$ cat src/rtl/otter_pipe_pkg.sv
// Shared types and constants for the OTTER pipeline control blocks.
package otter_pipe_pkg;

  localparam int unsigned REG_W = 5;

  typedef enum logic [1:0] {
    FWD_RF = 2'b00,
    FWD_W  = 2'b01,
    FWD_M  = 2'b10
  } fwd_sel_t;

  localparam logic [1:0] RESULT_LOAD = 2'b01;

  typedef enum logic {
    RUN      = 1'b0,
    MEM_WAIT = 1'b1
  } hz_state_t;

endpackage

$ cat src/rtl/hazard_sched_fwd_unit.sv
// Forwarding select for one E-stage operand; the M stage wins over W.
module fwd_unit
  import otter_pipe_pkg::*;
(
  input  logic [REG_W-1:0] rs_e,
  input  logic [REG_W-1:0] rd_m,
  input  logic [REG_W-1:0] rd_w,
  input  logic             reg_write_m,
  input  logic             reg_write_w,
  output fwd_sel_t         fwd_sel_c
);

  always_comb begin
    fwd_sel_c = FWD_RF;
    if (reg_write_m && (rd_m != '0) && (rd_m == rs_e)) begin
      fwd_sel_c = FWD_M;
    end else if (reg_write_w && (rd_w != '0) && (rd_w == rs_e)) begin
      fwd_sel_c = FWD_W;
    end
  end

endmodule

$ cat src/rtl/hazard_sched.sv
// OTTER 5-stage hazard scheduler: stalls, flushes, forwarding and memory-wait FSM.
// Optional stall-cycle performance counter is built when HAZARD_PERF_EN is defined.
module hazard_sched
  import otter_pipe_pkg::*;
#(
  parameter int unsigned MEM_TIMEOUT = 64,
  parameter int unsigned CNT_W       = 7
) (
  input  logic             CLK,
  input  logic             RST_N,
  input  logic [REG_W-1:0] Rs1D,
  input  logic [REG_W-1:0] Rs2D,
  input  logic [REG_W-1:0] Rs1E,
  input  logic [REG_W-1:0] Rs2E,
  input  logic [REG_W-1:0] RdE,
  input  logic [REG_W-1:0] RdM,
  input  logic [REG_W-1:0] RdW,
  input  logic             RegWriteM,
  input  logic             RegWriteW,
  input  logic [1:0]       ResultSrcE,
  input  logic             PCSrcE,
  input  logic             MemReqM,
  input  logic             MemAckM,
  output logic             StallF,
  output logic             StallD,
  output logic             StallE,
  output logic             StallM,
  output logic             FlushD,
  output logic             FlushE,
  output logic [1:0]       ForwardAE,
  output logic [1:0]       ForwardBE,
  output logic             MemTimeoutErr,
  output logic [31:0]      StallCycles
);

  hz_state_t        state_q, state_d;
  logic [CNT_W-1:0] cnt_q, cnt_d;
  logic             err_q, err_d;
  logic             lw_stall;
  logic             forced_release;
  logic             stall_all;
  fwd_sel_t         fwd_a_c, fwd_b_c;

  fwd_unit u_fwd_a (
    .rs_e        (Rs1E),
    .rd_m        (RdM),
    .rd_w        (RdW),
    .reg_write_m (RegWriteM),
    .reg_write_w (RegWriteW),
    .fwd_sel_c   (fwd_a_c)
  );

  fwd_unit u_fwd_b (
    .rs_e        (Rs2E),
    .rd_m        (RdM),
    .rd_w        (RdW),
    .reg_write_m (RegWriteM),
    .reg_write_w (RegWriteW),
    .fwd_sel_c   (fwd_b_c)
  );

  assign lw_stall = (ResultSrcE == RESULT_LOAD) && (RdE != '0) &&
                    ((RdE == Rs1D) || (RdE == Rs2D));

  // Wait FSM: an ack or the timeout releases the freeze in the same cycle.
  always_comb begin
    state_d        = state_q;
    cnt_d          = cnt_q;
    err_d          = err_q;
    forced_release = 1'b0;
    stall_all      = 1'b0;
    case (state_q)
      RUN: begin
        if (MemReqM && !MemAckM) begin
          stall_all = 1'b1;
          state_d   = MEM_WAIT;
          cnt_d     = CNT_W'(1);
        end
      end
      MEM_WAIT: begin
        if (MemAckM) begin
          state_d = RUN;
          cnt_d   = '0;
        end else if (cnt_q == CNT_W'(MEM_TIMEOUT - 1)) begin
          forced_release = 1'b1;
          state_d        = RUN;
          cnt_d          = '0;
        end else begin
          stall_all = 1'b1;
          cnt_d     = cnt_q + CNT_W'(1);
        end
      end
      default: begin
        state_d = RUN;
        cnt_d   = '0;
      end
    endcase
    if (forced_release) begin
      err_d = 1'b1;
    end
  end

  // Pipeline controls; a freeze defers any pending redirect flush.
  always_comb begin
    StallF    = 1'b0;
    StallD    = 1'b0;
    StallE    = 1'b0;
    StallM    = 1'b0;
    FlushD    = 1'b1;
    FlushE    = 1'b1;
    ForwardAE = FWD_RF;
    ForwardBE = FWD_RF;
    if (RST_N) begin
      ForwardAE = fwd_a_c;
      ForwardBE = fwd_b_c;
      if (stall_all) begin
        StallF = 1'b1;
        StallD = 1'b1;
        StallE = 1'b1;
        StallM = 1'b1;
        FlushD = 1'b0;
        FlushE = 1'b0;
      end else begin
        StallF = lw_stall;
        StallD = lw_stall;
        FlushD = PCSrcE;
        FlushE = lw_stall | PCSrcE;
      end
    end
  end

  always_ff @(posedge CLK or negedge RST_N) begin
    if (!RST_N) begin
      state_q <= RUN;
      cnt_q   <= '0;
      err_q   <= 1'b0;
    end else begin
      state_q <= state_d;
      cnt_q   <= cnt_d;
      err_q   <= err_d;
    end
  end

  assign MemTimeoutErr = err_q;

`ifdef HAZARD_PERF_EN
  logic [31:0] stall_cnt_q, stall_cnt_d;

  always_comb begin
    stall_cnt_d = stall_cnt_q;
    if (StallF) begin
      stall_cnt_d = stall_cnt_q + 32'd1;
    end
  end

  always_ff @(posedge CLK or negedge RST_N) begin
    if (!RST_N) begin
      stall_cnt_q <= '0;
    end else begin
      stall_cnt_q <= stall_cnt_d;
    end
  end

  assign StallCycles = stall_cnt_q;
`else
  assign StallCycles = '0;
`endif

endmodule

$ cat config.mk
export PLATFORM = sky130hd
export DESIGN_NAME = hazard_sched
export DESIGN_NICKNAME = d
export VERILOG_FILES = /design/src/rtl/otter_pipe_pkg.sv /design/src/rtl/hazard_sched_fwd_unit.sv /design/src/rtl/hazard_sched.sv
export SDC_FILE = /design/constraint.sdc
export NUM_CORES = 1
export LEC_CHECK = 0
export ABC_AREA = 0
export CAP_MARGIN = 20
export CORE_ASPECT_RATIO = 0.8
export CORE_MARGIN = 2
export CORE_UTILIZATION = 37
export CTS_CLUSTER_DIAMETER = 120
export DETAILED_ROUTE_END_ITERATION = 8
export PLACE_DENSITY_LB_ADDON = 0.3
export RECOVER_POWER = 50
export SLEW_MARGIN = 20
export SYNTH_ARGS = -nofsm -noshare
export SYNTH_HDL_FRONTEND = slang
export SYNTH_SLANG_ARGS = --single-unit
export TNS_END_PERCENT = 10
$ cat constraint.sdc
create_clock -name CLK -period 3.9 [get_ports CLK]
set_input_delay 0.78 -clock CLK [delete_from_list [all_inputs] [get_ports CLK]]
set_output_delay 0.78 -clock CLK [all_outputs]
set_load 0.02 [all_outputs]
==> Yosys cells after proc, flatten, opt, wreduce, memory -nomap -nowiden <==
Cells that the tools add are included.
{ "word_totals": {"elab_cells": 54, "input_bits": 44, "out_inout_bits": 43, "regBits": 9} }
{ "op_classes": {"eq_ne": 9, "reduce_logical": 14, "muxes": 25, "addsub": 1, "bitwise_logic": 2} }
{ "ops": {"columns": ["cell", "count"], "rows": [
  ["== test 5 bit", 6],
  ["two-way mux 7 bit", 3],
  ["two-way mux 1 bit", 16],
  ["nonzero test 5 bit", 3],
  ["case mux 7 bit (2 select lines)", 1],
  ["logical AND 1 bit", 9],
  ["two-way mux 2 bit", 4],
  ["adder 7 x 1 -> 7 bit (second input constant)", 1],
  ["== test 7 x 6 -> 1 bit (second input constant)", 1],
  ["== test 2 x 1 -> 1 bit (second input constant)", 1],
  ["!= test 2 bit (second input constant)", 1],
  ["case mux 1 bit (2 select lines)", 1],
  ["zero test 1 bit", 1],
  ["logical OR 1 bit", 1],
  ["NOT 1 bit", 1],
  ["bitwise OR 1 bit", 1]
]} }

==> Depth between registers and ports, before layout <==
Gate-level depths: netlist of the first run.
{ "logic_depth": {"word_depth": 6, "depth_mapped": 7, "depth_no_buf": 5} }

==> By module <==
From an unflattened synthesis of the first run, not the netlist that was laid out.
{ "hier_totals": {"cells_unflattened": 145, "area_unflattened_um2": 1222.4} }
{ "modules_own_cells": {"columns": ["module", "cells_per_inst", "n_inst", "seq_area_each_um2", "area_each_um2"], "rows": [
  ["hazard_sched", 105, 1, 225.2, 919.6],
  ["fwd_unit", 20, 2, 0.0, 151.4]
]} }

==> Least setup slack after synthesis of the first run <==
No wires, ideal clock.
{ "synth_timing": {"path_kind": "in2out", "from": "input RdM[0]", "to": "output ForwardAE[0]", "arrival_time_ns": 2.037, "t_required_ns": 3.120, "path_stages": 4, "slack_ns": 1.083, "n_path_buf": 0, "path_cell_list": "or4_1 > o21ai_2 > nor4_1 > nor4_2"} }
{ "synth_via": {"elab_chain_len": 5, "word_cells_on_any_way": 6, "cone_classes": "1 x eq/ne; 2 x mux; 3 x reduce/logical"} }
{ "synth_rtl": {"columns": ["element", "line", "text"], "rows": [
  ["start, declared", "hazard_sched.sv:16", "input logic [REG_W-1:0] RdM,"],
  ["nonzero test 5 bit", "hazard_sched_fwd_unit.sv:15", "if (reg_write_m && (rd_m != '0) && (rd_m == rs_e)) begin"],
  ["logical AND 1 bit", "hazard_sched_fwd_unit.sv:15", null],
  ["logical AND 1 bit (*)", "hazard_sched_fwd_unit.sv:15", null],
  ["two-way mux 2 bit (*)", "hazard_sched_fwd_unit.sv:15", null],
  ["two-way mux 2 bit (*)", "hazard_sched.sv:113", "if (RST_N) begin"],
  ["end, declared", "hazard_sched.sv:30", "output logic [1:0] ForwardAE,"]
]} }
Every way passes the cells marked *; elsewhere a longest branch is shown, timed or not.

==> Worst setup path in the final report of the first run <==
{ "layout_timing": {"from": "input RdW[0]", "to": "output ForwardBE[0]"} }
{ "layout_via": {"elab_chain_len": 6, "word_cells_on_any_way": 7, "cone_classes": "1 x eq/ne; 3 x mux; 3 x reduce/logical"} }
{ "layout_rtl": {"columns": ["element", "line", "text"], "rows": [
  ["start, declared", "hazard_sched.sv:17", "input logic [REG_W-1:0] RdW,"],
  ["nonzero test 5 bit", "hazard_sched_fwd_unit.sv:17", "end else if (reg_write_w && (rd_w != '0) && (rd_w == rs_e)) begin"],
  ["logical AND 1 bit", "hazard_sched_fwd_unit.sv:17", null],
  ["logical AND 1 bit (*)", "hazard_sched_fwd_unit.sv:17", null],
  ["two-way mux 1 bit (*)", "hazard_sched_fwd_unit.sv:17", null],
  ["two-way mux 2 bit (*)", "hazard_sched_fwd_unit.sv:15", null],
  ["two-way mux 2 bit (*)", "hazard_sched.sv:113", null],
  ["end, declared", "hazard_sched.sv:31", "output logic [1:0] ForwardBE,"]
]} }
Marks and branches as above.

==> flow_summary_export.csv, run 1 <==
group,metric,value,unit
status,status,"complete, no violations",
global_route,top_usage_layer,"met2",
floorplanning,design.core.area,3020,µm²
worst_setup_path,r2r-start,"cnt_q[0]",
job,drv_cap,0,
timing,hold_violations,0,
global_route,track_usage,15.8,%
detailed_routing,drtPass1Iterations,2,
timing,fin_skew,0.00267,ns
power_and_ir_drop,clkPwrFrac,30.1,%
clocking,max-clock-path-buffers,2,
timing,maxSlewHeadroom,55.4,%
power_and_ir_drop,swShare,33.3,%
clocking,cts_setup_buffers,0,
power_and_ir_drop,peakVddDrop,0.153,mV
synth,synth_compound_area_share,11.3,%
worst_setup_path,worstPathRequired,3.12,ns
detailed_routing,via_count,1016,
synth,synth_simple_gate_area_share,17.9,%
place,dp_hpwl,2280,µm
clocking,post_cts_resized,0,
power_and_ir_drop,power,362,µW
timing,clock.fmax,268,MHz
power_and_ir_drop,p_seq_share,28.7,%
place,io_buffers,54,
clocking,h-tree-depth,1,
timing,rsz0062_at_grt,"false",
worst_setup_path,cp_max_fo,3,
power_and_ir_drop,netSwitchingPower,121,µW
global_route,use_met2,28.2,%
power_and_ir_drop,powerDensity,220,nW/µm²
floorplanning,start_util,38.2,%
final_layout,nNetsFinal,236,
detailed_routing,wl,2650,µm
synth,yosysUniqueCellTypes,32,
clocking,clkLatencyLatePin,0.24,ns
global_route,grt_util_met3,3.77,%
timing,worst_slew_pin_slew,0.669,ns
timing,fin_crit_sh,95.5,%
detailed_routing,drt-initial-drc-count,10,
synth,syn_inst,135,
timing,fin_ws,0.175,ns
global_route,grt_antenna_before_repair,0,
final_layout,drive_gt1_share,4.74,%
clocking,clk_pin_slew,0.04,ns
detailed_routing,ant_nets,0,
worst_setup_path,end_kind,"primary output",
timing,setup_viol,0,
global_route,grt_pass1_vias,945,
place,gp_congestion,0.858,
synth,synth_mux_area_share,0.869,%
clocking,cts_tree,"done",
worst_setup_path,crit_type,"in2out",
synth,synth_area_per_cell,8.54,µm²
final_layout,final_area,1640,µm²
final_layout,fillCellCount,293,
global_route,grt_max_degree,16,
worst_setup_path,cp.arrival,2.95,ns
final_layout,diodes,0,
clocking,cts_hold_buf,0,
timing,maxSlewViolCount,0,
floorplanning,std_cell_rows,18,
clocking,cts-root-buf,"clkbuf_8",
floorplanning,pin_count,87,
detailed_routing,routed_via_density,4.42,
clocking,cts_made_buffers,3,
place,placement.cell_area,1610,µm²
timing,layout_min_cycle_time,3.73,ns
timing,final.setup.tns,0,ns
power_and_ir_drop,p_comb_share,41.3,%
final_layout,final_cell_mix,"clkdlybuf4s50_1, conb_1, xor2_1, dfrtp_1, xnor2_1",
global_route,grt_pass1_wl,4240,µm
clocking,clock-sinks,9,
worst_setup_path,r2r_cells,5,
final_layout,syn_to_final_growth,42.6,%
floorplanning,die_area,3580,µm²
worst_setup_path,startpoint,"RdW[0]",
worst_setup_path,worstSetupStartpointType,"input pin",
floorplanning,dieWidth,66.4,µm
synth,synth.yosys.seq_area_share,19.5,%
final_layout,final_cells,230,
synth,ys_ff_latch,9,
synth,synthXorXnorAreaFrac,25.8,%
global_route,use_met1,18.9,%
synth,synth_warnings,0,
power_and_ir_drop,intPower,241,µW
final_layout,final_common_cell,"clkdlybuf4s50_1",
floorplanning,die_h,53.9,µm
place,dp_slack,0.182,ns
synth,synthAdderAreaFrac,1.09,%
min_path,hold-path-cell-count,1,
detailed_routing,drc,0,
min_path,hp-start,"MemTimeoutErr",
min_path,hp-class,"reg2reg",
power_and_ir_drop,p_leak,0.000714,µW
detailed_routing,avgRoutedWirePerCell,11.5,µm
place,placed_cells,226,
synth,syn_area,1150,µm²
global_route,grt-ovfl-total,0,
synth,synth_top_family_by_area,"XOR/XNOR gates",
[logic make-up (layout without fill, tap and decap cells)]
logic type      after synthesis  count (layout)
buf+inv                      37              61
other cells                   1              32
flops                         9               9
fa+ha+maj                     1               1
mux                           1               1
simple gates                 34              34
compound gates               18              18
xor+xnor                     34              34
[registers in the layout (all words and copies together) (netlist names)]
name and count:
cnt_q 7, MemTimeoutErr 1, state_q 1
[cell type report]
| class | count | area (µm²) | area share (%) |
|---|---|---|---|
| Inverter | 2 | 7.51 | 0.457 |
| Multi-Input combinational cell | 120 | 771 | 46.9 |
| Clock buffer | 4 | 45.0 | 2.74 |
| Timing Repair Buffer | 55 | 544 | 33.1 |
| Tap cell | 40 | 50.0 | 3.05 |
| Sequential cell | 9 | 225 | 13.7 |
[cells in the mapped netlist, drive strengths merged]
| cell | number | area (µm²) |
|---|---|---|
| buf | 34 | 255 |
| mux2i | 1 | 10.0 |
| inv | 2 | 7.51 |
| and3b | 1 | 8.76 |
| nand3 | 4 | 20.0 |
| a21oi | 4 | 20.0 |
| a311oi | 1 | 15.0 |
| ha | 1 | 12.5 |
| and3 | 2 | 12.5 |
| a22o | 3 | 26.3 |
| nor2 | 4 | 15.0 |
| dfrtp | 9 | 225 |
| a22oi | 1 | 7.51 |
| nor2b | 2 | 12.5 |
| o21ai | 4 | 23.8 |
| o22ai | 1 | 6.26 |
| or4 | 4 | 30.0 |
| nor4 | 4 | 37.5 |
| conb | 1 | 3.75 |
| clkbuf | 1 | 3.75 |
| nand2 | 4 | 15.0 |
| xnor2 | 7 | 61.3 |
| a31o | 1 | 8.76 |
| nor3 | 3 | 15.0 |
| xor2 | 27 | 236 |
| o211ai | 2 | 15.0 |
| nand2b | 3 | 18.8 |
| o21bai | 1 | 7.51 |
| and2 | 3 | 21.3 |
[critical path: stages]
cell	delay (ns)
clkdlybuf4s50_1	0.57
or4_1	0.15
o211ai_1	0.09
or4_1	0.56
nor4_2	0.15
clkdlybuf4s50_1	0.64
[path summary, 6_finish.rpt]
kind,endpoint,slack [ns]
max,ForwardBE[0],0.17
min,MemTimeoutErr,0.49
max reg2reg,cnt_q[5],2.33
min reg2reg,MemTimeoutErr,0.49
max in group asynchronous,state_q,2.38
min in group asynchronous,cnt_q[3],1.10
[power by group through the flow]
stage                     logic, µW  registers, µW  clock network [µW]
after CTS                       151            104                 110
after detailed placement        150            105                   0
after floorplan                 103            104                   0
after global routing            163            104                 117
final                           149            104                 109
after global placement          148            105                   0
[per-stage QoR]
stage	utilization, %	hold WS, ns
final	54.4	0.486
after global routing	54.4	0.515
after CTS	54.8	0.496
after detailed placement	53.3	0.487
after global placement	53.3	0.456
after floorplan	-	0.473
[layer usage]
metal	part of all wire, %	vias up
met5	0	-
met4	1.3	0
met3	7.0	4
met2	50	45
met1	41	463
li1	-	504
No activity file was read; power rests on OpenSTA's default activity.
==> inputs of run 2 (changes only) <==
--- a/config.mk
+++ b/config.mk
@@ -6,7 +6,7 @@
 export NUM_CORES = 1
 export LEC_CHECK = 0
 export ABC_AREA = 0
-export CAP_MARGIN = 20
+export CAP_MARGIN = 0
 export CORE_ASPECT_RATIO = 0.8
 export CORE_MARGIN = 2
 export CORE_UTILIZATION = 37
==> results of run 2 <==
Final layout, timing and power as in run 1 (identical DEF).
